[config.mk]
export PLATFORM = sky130hd
export DESIGN_NAME = obj_table_scheduler
export DESIGN_NICKNAME = d
export VERILOG_FILES = /design/src/rtl/obj_pkg.sv /design/src/rtl/rr_arbiter2.sv /design/src/rtl/obj_table_scheduler.sv
export SDC_FILE = /design/constraint.sdc
export NUM_CORES = 2
export LEC_CHECK = 0
export ABC_AREA = 1
export CORE_MARGIN = 8
export CORE_UTILIZATION = 30
export CTS_CLUSTER_DIAMETER = 120
export DETAILED_ROUTE_END_ITERATION = 10
export PLACE_DENSITY = 0.58
export SLEW_MARGIN = 20
export SYNTH_ARGS = -nofsm -noshare
export SYNTH_HDL_FRONTEND = slang
export SYNTH_HIERARCHICAL = 1
export SYNTH_SLANG_ARGS = --single-unit
[constraint.sdc]
create_clock -name clk25 -period 10.26 [get_ports clk25]
set_input_delay 1.026 -clock clk25 [delete_from_list [all_inputs] [get_ports clk25]]
set_output_delay 1.026 -clock clk25 [all_outputs]
set_load 0.005 [all_outputs]
[src/rtl/obj_pkg.sv]
// obj_pkg
// Shared definitions for the object table and the shape renderer.
// Holds the object-word field positions, shape enums, request op codes,
// the scheduler FSM state type, a few 12-bit colors and a helper that
// packs an object word from its fields.
package obj_pkg;

    localparam int OBJ_W      = 66;
    localparam int ENUM_BITS  = 4;
    localparam int COORD_BITS = 10;
    localparam int COLOR_BITS = 12;

    localparam int ENUM_LSB   = 62;
    localparam int X_LSB      = 52;
    localparam int Y_LSB      = 42;
    localparam int W_LSB      = 32;
    localparam int H_LSB      = 22;
    localparam int R_LSB      = 12;
    localparam int COLOR_LSB  = 0;

    typedef enum logic [ENUM_BITS-1:0] {
        SHAPE_NONE      = 4'd0,
        SHAPE_RECTANGLE = 4'd1,
        SHAPE_CIRCLE    = 4'd2,
        SHAPE_ROUNDRECT = 4'd3
    } shape_t;

    typedef enum logic [1:0] {
        OP_NOP    = 2'd0,
        OP_WRITE  = 2'd1,
        OP_CLEAR  = 2'd2,
        OP_DELETE = 2'd3
    } op_t;

    typedef enum logic {
        ST_IDLE  = 1'b0,
        ST_CLEAR = 1'b1
    } sched_state_t;

    localparam logic [COLOR_BITS-1:0] COLOR_BLACK = 12'h000;
    localparam logic [COLOR_BITS-1:0] COLOR_RED   = 12'hF00;
    localparam logic [COLOR_BITS-1:0] COLOR_GREEN = 12'h0F0;
    localparam logic [COLOR_BITS-1:0] COLOR_BLUE  = 12'h00F;
    localparam logic [COLOR_BITS-1:0] COLOR_WHITE = 12'hFFF;

    // Build an object word in the renderer's field order.
    function automatic logic [OBJ_W-1:0] make_obj(
        input shape_t                  shape,
        input logic [COORD_BITS-1:0]   x,
        input logic [COORD_BITS-1:0]   y,
        input logic [COORD_BITS-1:0]   w,
        input logic [COORD_BITS-1:0]   h,
        input logic [COORD_BITS-1:0]   r,
        input logic [COLOR_BITS-1:0]   color
    );
        return {shape, x, y, w, h, r, color};
    endfunction

endpackage

[src/rtl/rr_arbiter2.sv]
// rr_arbiter2
// Two-requester round-robin arbiter with at most one grant per cycle.
// Ports:
//   clk25  - pixel clock
//   rst    - asynchronous active-low reset (pointer back to requester 0)
//   enable - when low no grant is issued
//   valid  - request valid, bit n = requester n
//   grant  - one-hot grant, combinational from valid and the pointer
module rr_arbiter2 (
    input  logic       clk25,
    input  logic       rst,
    input  logic       enable,
    input  logic [1:0] valid,
    output logic [1:0] grant
);

    logic ptr_q;

    // Contention goes to the requester the pointer names; a lone
    // requester wins regardless of the pointer.
    always_comb begin
        grant = 2'b00;
        if (enable) begin
            if (valid == 2'b11) begin
                grant = ptr_q ? 2'b10 : 2'b01;
            end else begin
                grant = valid;
            end
        end
    end

    // After any grant the pointer moves to the requester that lost out,
    // i.e. a grant to 0 points at 1 and a grant to 1 points at 0.
    always_ff @(posedge clk25 or negedge rst) begin
        if (!rst) begin
            ptr_q <= 1'b0;
        end else if (|grant) begin
            ptr_q <= grant[0];
        end
    end

endmodule

[src/rtl/obj_table_scheduler.sv]
// obj_table_scheduler
// Owns the renderer's object table. Two requesters write a shadow table;
// the shadow is copied atomically into the live table on frame_start so
// the renderer never sees a half-updated list.
// Ports:
//   clk25, rst      - pixel clock, asynchronous active-low reset
//   frame_start     - one-cycle pulse at start of vertical blanking
//   req_valid/ready - per-requester handshake (bit n = requester n)
//   req_op          - 2 bits per requester: NOP, WRITE, CLEAR, DELETE
//   req_idx/req_obj - target slot and object word per requester
//   obj_arr_packed  - live table, slot i at [(i+1)*OBJ_WIDTH-1 : i*OBJ_WIDTH]
//   obj_arr_len     - index of the first NONE slot at the last commit
//   busy            - high while the shadow is being swept by CLEAR
//   commit          - one-cycle pulse after each live-table update
//   drop_err        - sticky flag for an out-of-range slot index
module obj_table_scheduler
    import obj_pkg::*;
#(
    parameter int OBJ_WIDTH = 66,
    parameter int MAX_LEN   = 16,
    parameter int IDX_BITS  = 4,
    parameter int LEN_BITS  = 6
) (
    input  logic                          clk25,
    input  logic                          rst,
    input  logic                          frame_start,
    input  logic [1:0]                    req_valid,
    output logic [1:0]                    req_ready,
    input  logic [3:0]                    req_op,
    input  logic [2*IDX_BITS-1:0]         req_idx,
    input  logic [2*OBJ_WIDTH-1:0]        req_obj,
    output logic [OBJ_WIDTH*MAX_LEN-1:0]  obj_arr_packed,
    output logic [LEN_BITS-1:0]           obj_arr_len,
    output logic                          busy,
    output logic                          commit,
    output logic                          drop_err
);

    sched_state_t           state_q, state_d;
    logic [IDX_BITS-1:0]    clr_cnt_q;
    logic [OBJ_WIDTH-1:0]   shadow_q [MAX_LEN];
    logic [OBJ_WIDTH-1:0]   live_q   [MAX_LEN];
    logic                   dirty_q;
    logic                   commit_q;
    logic                   drop_err_q;
    logic [LEN_BITS-1:0]    len_q;
    logic [LEN_BITS-1:0]    first_none;

    logic                   commit_now;
    logic                   arb_enable;
    logic [1:0]             grant;
    logic                   grant_any;
    logic                   sel;
    op_t                    sel_op;
    logic [IDX_BITS-1:0]    sel_idx;
    logic [OBJ_WIDTH-1:0]   sel_obj;
    logic                   idx_ok;
    logic                   clr_last;
    logic                   slot_op;

    // A commit claims the whole cycle, so requests are held off whenever
    // one is about to happen; nothing is granted during a sweep either.
    assign commit_now = frame_start && (state_q == ST_IDLE) && dirty_q;
    assign arb_enable = (state_q == ST_IDLE) && !commit_now;

    rr_arbiter2 u_arb (
        .clk25  (clk25),
        .rst    (rst),
        .enable (arb_enable),
        .valid  (req_valid),
        .grant  (grant)
    );

    assign req_ready = grant;
    assign grant_any = |grant;

    // Mux the winning requester's fields. The extra bit on the index
    // compare keeps the range check meaningful when MAX_LEN fills the
    // whole index space (then every index is in range).
    assign sel      = grant[1];
    assign sel_op   = op_t'(sel ? req_op[3:2] : req_op[1:0]);
    assign sel_idx  = sel ? req_idx[2*IDX_BITS-1:IDX_BITS] : req_idx[IDX_BITS-1:0];
    assign sel_obj  = sel ? req_obj[2*OBJ_WIDTH-1:OBJ_WIDTH] : req_obj[OBJ_WIDTH-1:0];
    assign idx_ok   = ({1'b0, sel_idx} < (IDX_BITS+1)'(MAX_LEN));
    assign slot_op  = (sel_op == OP_WRITE) || (sel_op == OP_DELETE);
    assign clr_last = (clr_cnt_q == IDX_BITS'(MAX_LEN - 1));

    // State register plus the sweep counter, which restarts at slot 0
    // every time a sweep begins.
    always_ff @(posedge clk25 or negedge rst) begin
        if (!rst) begin
            state_q   <= ST_IDLE;
            clr_cnt_q <= '0;
        end else begin
            state_q   <= state_d;
            clr_cnt_q <= (state_q == ST_CLEAR) ? clr_cnt_q + 1'b1 : '0;
        end
    end

    // Next-state logic: an accepted CLEAR starts the sweep, the sweep ends
    // after its last slot has been zeroed.
    always_comb begin
        state_d = state_q;
        unique case (state_q)
            ST_IDLE:  if (grant_any && sel_op == OP_CLEAR) state_d = ST_CLEAR;
            ST_CLEAR: if (clr_last) state_d = ST_IDLE;
            default:  state_d = ST_IDLE;
        endcase
    end

    // Shadow table: swept one slot per cycle during CLEAR, otherwise
    // written by the granted WRITE/DELETE when its index is in range.
    always_ff @(posedge clk25 or negedge rst) begin
        if (!rst) begin
            for (int i = 0; i < MAX_LEN; i++) shadow_q[i] <= '0;
        end else if (state_q == ST_CLEAR) begin
            shadow_q[clr_cnt_q] <= '0;
        end else if (grant_any && idx_ok) begin
            if (sel_op == OP_WRITE)  shadow_q[sel_idx] <= sel_obj;
            if (sel_op == OP_DELETE) shadow_q[sel_idx] <= '0;
        end
    end

    // First-NONE finder: lowest slot whose shape is NONE, or MAX_LEN when
    // every slot holds a shape. Scanning downwards lets the lowest win.
    always_comb begin
        first_none = LEN_BITS'(MAX_LEN);
        for (int i = MAX_LEN - 1; i >= 0; i--) begin
            if (shadow_q[i][OBJ_WIDTH-1 -: ENUM_BITS] == SHAPE_NONE) begin
                first_none = LEN_BITS'(i);
            end
        end
    end

    // Live table and length only move on a commit edge; the commit pulse
    // is registered so it appears in the cycle after that edge.
    always_ff @(posedge clk25 or negedge rst) begin
        if (!rst) begin
            for (int i = 0; i < MAX_LEN; i++) live_q[i] <= '0;
            len_q    <= '0;
            commit_q <= 1'b0;
        end else begin
            commit_q <= commit_now;
            if (commit_now) begin
                for (int i = 0; i < MAX_LEN; i++) live_q[i] <= shadow_q[i];
                len_q <= first_none;
            end
        end
    end

    // dirty tracks shadow changes not yet committed. A dropped request
    // leaves the table alone, so it raises drop_err but not dirty.
    always_ff @(posedge clk25 or negedge rst) begin
        if (!rst) begin
            dirty_q    <= 1'b0;
            drop_err_q <= 1'b0;
        end else begin
            if (commit_now) begin
                dirty_q <= 1'b0;
            end else if (grant_any && ((slot_op && idx_ok) || sel_op == OP_CLEAR)) begin
                dirty_q <= 1'b1;
            end
            if (grant_any && slot_op && !idx_ok) begin
                drop_err_q <= 1'b1;
            end
        end
    end

    for (genvar g = 0; g < MAX_LEN; g++) begin : g_pack
        assign obj_arr_packed[g*OBJ_WIDTH +: OBJ_WIDTH] = live_q[g];
    end

    assign obj_arr_len = len_q;
    assign busy        = (state_q == ST_CLEAR);
    assign commit      = commit_q;
    assign drop_err    = drop_err_q;

endmodule

# --- Word level (Yosys, flattened, before mapping) ---
# Cells that the tools add are included.
word_totals:
  regBits: 2126
  latchBits: 0
  ram_bits: 0
  mem_bits_ro: 0
  inputBits: 149
  out_inout_bits: 1067
  word_cells: 123
  memories: 0
classes:
  n_addsub: 1
  mul: 0
  div_mod_pow: 0
  order_cmp: 4
  n_eq_ne: 5
  shifts: 0
  mux: 39
  bitwise_logic: 7
  n_reduce_logical: 29
op_table:
  columns: ["operator", "count"]
  rows:
  - ["two-way mux 1056 bit", 6]
  - ["AND 1056 bit", 2]
  - ["NOT 1056 bit", 2]
  - ["bitwise mux 1056 bit", 1]
  - ["demux 66 bit (select 4 bit)", 2]
  - ["two-way mux 66 bit", 3]
  - ["two-way mux 6 bit", 15]
  - ["logical NOT 4 bit", 16]
  - [">= comparator 5 bit (second input constant)", 2]
  - ["less-than comparator 5 x 1 -> 1 bit (second input constant)", 2]
  - ["NOT 4 -> 5 bit", 2]
  - ["two-way mux 2 bit", 4]
  - ["two-way mux 4 bit", 2]
  - ["logical AND 1 bit", 7]
  - ["== test 2 bit (second input constant)", 3]
  - ["two-way mux 5 bit", 1]
  - ["adder 4 x 1 -> 4 bit (second input constant)", 1]
  - ["== test 4 bit (second input constant)", 1]
  - ["two-way mux 1 bit", 4]
  - ["nonzero test 2 bit", 2]
  - ["== test 2 x 1 -> 1 bit (second input constant)", 1]
  - ["logical OR 1 bit", 2]
  - ["case mux 1 bit (2 select lines)", 1]
  - ["OR reduction 2 bit", 1]
  - ["other kinds (2)", 2]

# --- Depth between registers and ports, before layout ---
depth:
  depth_word: 20
  depth_mapped: 22
  depth_no_buf: 20

# --- Hierarchy ---
# The synthesis kept the hierarchy.
by_module_without_submodules:
  columns: ["module", "instances", "cells_per_inst", "area_each_um2", "seq_area_each_um2"]
  rows:
  - ["obj_table_scheduler", 1, 8940, 86269.0, 53151.0]
  - ["rr_arbiter2", 1, 11, 63.8, 25.0]

# --- Least setup slack after synthesis ---
# Ideal clock, no wire load.
synth_timing:
  path_type: "input to register"
  start: "in frame_start"
  end: "reg shadow_q[285] (netlist bit)"
  setup_time_ns: 0.141
  t_arrival_ns: 3.517
  t_required_ns: 10.119
  setup_slack_ns: 6.602
  cell_stages: 13
  n_path_buf: 4
  cell_sequence: "nand3_1 clkinv_1 nor2_1 nand2_1 a21oi_1 buf_2 buf_2 buf_2 mux2i_1 nand2_1 clkbuf_1 o22ai_1 o22ai_1"
synth_between:
  elab_chain_len: 19
  word_cells_on_any_way: 27
  cone_classes: "order compare: 2; eq/ne: 2; mux: 13; bitwise: 3; reduce/logical: 7"
synth_lines:
  columns: ["item", "line", "rtl"]
  rows:
  - ["start: declaration", "obj_table_scheduler.sv:26", "input logic frame_start,"]
  - ["logical AND 1 bit (*) (2 in series)", "obj_table_scheduler.sv:63", "assign commit_now = frame_start && (state_q == ST_IDLE) && dirty_q;"]
  - ["via commit_now", "obj_table_scheduler.sv:49", "logic commit_now;"]
  - ["logical NOT 1 bit (*)", "obj_table_scheduler.sv:64", "assign arb_enable = (state_q == ST_IDLE) && !commit_now;"]
  - ["logical AND 1 bit (*)", "obj_table_scheduler.sv:64", null]
  - ["via arb_enable", "obj_table_scheduler.sv:50", "logic arb_enable;"]
  - ["two-way mux 2 bit (*)", "rr_arbiter2.sv:23", "if (enable) begin"]
  - ["via req_ready[1]", "obj_table_scheduler.sv:28", "output logic [1:0] req_ready,"]
  - ["two-way mux 4 bit", "obj_table_scheduler.sv:82", "assign sel_idx = sel ? req_idx[2*IDX_BITS-1:IDX_BITS] : req_idx[IDX_BITS-1:0];"]
  - ["[5 not listed]", null, null]
  - ["bitwise mux 1056 bit", "obj_table_scheduler.sv:119", "if (sel_op == OP_WRITE) shadow_q[sel_idx] <= sel_obj;"]
  - ["two-way mux 1056 bit", "obj_table_scheduler.sv:119", null]
  - ["two-way mux 1056 bit", "obj_table_scheduler.sv:118", "end else if (grant_any && idx_ok) begin"]
  - ["two-way mux 1056 bit", "obj_table_scheduler.sv:116", "end else if (state_q == ST_CLEAR) begin"]
  - ["AND 1056 bit (no line)", null, null]
  - ["two-way mux 1056 bit", "obj_table_scheduler.sv:120", "if (sel_op == OP_DELETE) shadow_q[sel_idx] <= '0;"]
  - ["two-way mux 1056 bit", "obj_table_scheduler.sv:118", null]
  - ["two-way mux 1056 bit", "obj_table_scheduler.sv:116", null]
  - ["end signal: indexed assignment", "obj_table_scheduler.sv:119", null]
  - ["end: declaration", "obj_table_scheduler.sv:41", "logic [OBJ_WIDTH-1:0] shadow_q [MAX_LEN];"]
# The timed path passes the listed nets; every way through them passes the cells marked *. The select of a mux whose other input is x is not followed.
# A chain may end at the register's enable or synchronous reset.

# --- Worst setup path in the final report ---
layout_timing:
  start: "reg state_q, in the netlist busy"
  end: "reg shadow_q[857] (netlist bit)"
layout_between:
  elab_chain_len: 20
  word_cells_on_any_way: 28
  cone_classes: "order compare: 2; eq/ne: 2; mux: 13; bitwise: 4; reduce/logical: 7"
layout_lines:
  columns: ["item", "line", "rtl"]
  rows:
  - ["start: declaration", "obj_table_scheduler.sv:39", "sched_state_t state_q, state_d;"]
  - ["start signal: assignment", "obj_table_scheduler.sv:95", "state_q <= state_d;"]
  - ["NOT 1 bit (*)", "obj_table_scheduler.sv:63", null]
  - ["logical AND 1 bit (*) (2 in series)", "obj_table_scheduler.sv:63", null]
  - ["via commit_now", "obj_table_scheduler.sv:49", null]
  - ["logical NOT 1 bit (*)", "obj_table_scheduler.sv:64", null]
  - ["logical AND 1 bit (*)", "obj_table_scheduler.sv:64", null]
  - ["via arb_enable", "obj_table_scheduler.sv:50", null]
  - ["two-way mux 2 bit (*)", "rr_arbiter2.sv:23", null]
  - ["two-way mux 4 bit", "obj_table_scheduler.sv:82", null]
  - ["[5 not listed]", null, null]
  - ["bitwise mux 1056 bit", "obj_table_scheduler.sv:119", null]
  - ["two-way mux 1056 bit", "obj_table_scheduler.sv:119", null]
  - ["two-way mux 1056 bit", "obj_table_scheduler.sv:118", null]
  - ["two-way mux 1056 bit", "obj_table_scheduler.sv:116", null]
  - ["AND 1056 bit (no line)", null, null]
  - ["two-way mux 1056 bit", "obj_table_scheduler.sv:120", null]
  - ["two-way mux 1056 bit", "obj_table_scheduler.sv:118", null]
  - ["two-way mux 1056 bit", "obj_table_scheduler.sv:116", null]
# Marked as above.

==> results.toml <==
[run_status]
outcome = "finished clean"

[clock_network]
clk_path_buf_depth = 4
clock-sinks = 2125
htree_levels = 4
cts_tree = "done"
cts_resized = 0
clk_latency_ps = 920
cts_root_buf = "clkbuf_16"
numCtsBuffers = 236
ctsHoldBuffers = 0
postCtsSetupRepairBufs = 0
clk_pin_slew_worst_paths_ps = 60

[place]
dpl.hpwl_mm = 281.2
gp_congestion = 0.8846
port_buffers = 1213

[pwr]
leakagePower_nw = 51.79
p_int_mw = 21.83
power_frac_seq_pct = 38.1
power_density_nw_per_um2 = 320.8
p_sw_mw = 13.64
p_clk_share_pct = 25.5
peakVddDrop_mv = 0.1621
p_comb_share_pct = 36.4
p_sw_share_pct = 38.46

[synth]
yosysMostFrequentCell = "dfrtp_1"
synth_ff_type = "dfrtp_1"
yosysTopAreaCell = "dfrtp_1"
yosysSeqAreaShare_pct = 61.59
avgSynthCellArea_um2 = 9.645
synth-edff-count = 0
synth-async-reset-ratio_pct = 100.0
syn-instance-count = 8951
synth.top_cell.area_share_pct = 61.59
netlist_area_um2 = 86330
yosys_warnings = 6
synthTopCellsByCount = "dfrtp_1, o21ai_0, nand2_1"
postSynthRegisterBits = 2125
synth_top_cells_by_area = "dfrtp_1, o21ai_0, o22ai_1, nand2_1, inv_1"
synth_cell_type_count = 46

[sta]
period_minus_slack_ps = 6449
worst_pin_slew_ps = 1210
period_share_pct = 62.86
rsz0062_at_grt = "false"
setup_violations = 0
finalClockSkew_ps = 47.43
slew_headroom_pct = 19.27
fmax_mhz = 155.1
hold_viol = 0
final_max_slew_viol_count = 0
fin_tns_setup_ps = 0

[critical_path]
slowest_stage = "nor2_1"
path_class = "reg -> reg"
start_kind = "register"
timing.rr.start = "busy$_DFF_PN0_"
cp-startpoint = "busy$_DFF_PN0_"
worst_ep_arrival_time_ps = 7250
rrSetupSlack_ps = 3810
crit_chain = "clkinv_2 -> nand3_4 -> clkinv_1 -> nor2_1 -> nand2_1 -> a21oi_4 -> buf_4 -> o21ai_2 -> nor2_1 -> nand2_2 -> buf_4 -> nand2_1 -> inv_2 -> nor2_4 -> inv_2 -> a32o_1"
cp.depth = 16
cp_num_buf_inv = 6
endpoint_kind = "register"
required_ps = 11060
cp_slowest_stage_delay_ps = 850
r2r-end = "shadow_q[857]$_DFFE_PN0P_"
crit_family = "simple AND/OR/NAND/NOR gates"
r2r_cells = 16
crit_end = "shadow_q[857]$_DFFE_PN0P_"
cp_max_fo = 52

[global_routing]
grt_pass1_wl_mm = 586.1
grt_pass1_vias = 72080
overflow = 0
antenna_found_initial = 66
grt_util_all_layers_pct = 26.86
grt_max_degree = 230

[floorplan]
die_w_um = 552.4
dieArea_um2 = 305200
io_pins = 1216
core_area_um2 = 287200
die_y_um = 552.4
rows = 197
start_util_pct = 30.06

[finish]
syn_to_final_growth_pct = 28.08
final_util_pct = 38.51
nNetsFinal = 9998
fill_cells = 27870
drive_above_1_share_pct = 7.446

[drt]
dr.pass1.iters = 6
vias = 75650
drc = 0
drt_iter0_drc = 9872
ant_nets = 0
routed_wirelength_mm = 428.9
routed_via_density = 5.455
wl_per_cell_um = 30.92

[min_path]
hp-class = "in -> async"

[job]
max_cap_viol_count = 0
## cells by family (layout without fill, tap and decap cells)
family	Yosys count	in the layout	share of synthesized area [%]
AO/OA/AOI/OAI	3019	3019	20.83
flip-flops	2125	2125	61.59
buffers and inverters	2104	3198	9.607
AND/OR/NAND/NOR	1673	1673	7.613
multiplexers	25	25	0.2899
adder cells (fa/ha/maj)	4	4	0.05797
other	1	43	0.004344
## layout by cell type, fill, tap and decap left out, types with 13 or more instances in the layout
cell             netlist  final
a21oi_1               46     32
a21oi_4                1     16
buf_4                 42    121
bufinv_16              0     24
clkbuf_1             480     44
clkbuf_16              0    238
clkbuf_8               0     57
clkdlybuf4s50_1        0   1212
clkinv_2               0     39
clkinvlp_4             0     21
dfrtp_1             2125   2124
diode_2                0     41
inv_1               1362   1349
inv_2                 43     53
mux2i_1               25     22
nand2_1             1411   1347
nand2_2                1     23
nand2_4                0     42
nand4_1               29     29
nor2_1               175    166
nor2_2                17     18
nor2_4                 9     17
o21ai_0             1517   1510
o21ai_1               68     68
o221ai_1             255    255
o22ai_1              932    932
o32ai_1              162    162
or2_2                 13     13
## how the worst min path moves through the flow
stage                                     from                              end  slack (ps)  depth (start not counted)
2_1_floorplan        shadow_q[617]$_DFFE_PN0P_  obj_arr_packed[419]$_DFFE_PN0P_         440                          2
3_3_place_gp    obj_arr_packed[12]$_DFFE_PN0P_   obj_arr_packed[12]$_DFFE_PN0P_         470                          2
3_5_place_dp   obj_arr_packed[900]$_DFFE_PN0P_  obj_arr_packed[900]$_DFFE_PN0P_         470                          2
4_1_cts                                    rst  obj_arr_packed[413]$_DFFE_PN0P_         110                          1
5_1_grt                                    rst  obj_arr_packed[413]$_DFFE_PN0P_         140                          1
6_report                                   rst  obj_arr_packed[413]$_DFFE_PN0P_         130                          1
## metrics by stage
stage	setup slack, ps	hold WS [ps]	cells	total power, mW	area (µm²)
2_1_floorplan	6602	436.7	8952	17.99	86340
3_3_place_gp	2928	465.9	13390	26.16	102100
3_5_place_dp	3001	471.7	13390	26.43	102100
4_1_cts	3769	110.2	13830	35.59	110400
5_1_grt	3428	143.4	13840	37.13	110500
6_report	3811	125.2	13870	35.47	110600
## power groups by stage
| stage | clock [mW] | combinational, mW | sequential [mW] |
|---|---|---|---|
| 3_3_place_gp | 0 | 12.7 | 13.4 |
| 3_5_place_dp | 0 | 12.9 | 13.5 |
| 2_1_floorplan | 0 | 5.24 | 12.8 |
| 4_1_cts | 9.19 | 13.0 | 13.4 |
| 5_1_grt | 9.51 | 13.9 | 13.7 |
| 6_report | 9.05 | 12.9 | 13.5 |
## cell type report
| type | count | area, µm² | share of cell area, % |
|---|---|---|---|
| clock buffers | 339 | 6905 | 6.245 |
| clock inverters | 100 | 1411 | 1.276 |
| flip-flops and latches | 2125 | 53180 | 48.09 |
| diodes | 41 | 102.6 | 0.09279 |
| repair buffers | 1351 | 13390 | 12.11 |
| inverters | 1408 | 5294 | 4.788 |
| multi-input cells | 4723 | 25570 | 23.12 |
| well taps | 3781 | 4731 | 4.278 |
## flip-flops by register name (all words and copies together) (netlist names), named ones only
name and flops:
commit 1, u_arb/ptr_q 1, obj_arr_len 5, obj_arr_packed 1056
shadow_q 990, dirty_q 1, busy 1, clr_cnt_q 4
## layer usage
| layer | GRT usage, % | vias up | wire length [µm] |
|---|---|---|---|
| li1 | - | 32040 | - |
| met1 | 34.70 | 38010 | 169000 |
| met2 | 40.76 | 4697 | 186600 |
| met3 | 7.292 | 889 | 43610 |
| met4 | 15.09 | 14 | 29600 |
| met5 | 0 | - | 98 |
No activity file was read; power rests on OpenSTA's default activity.
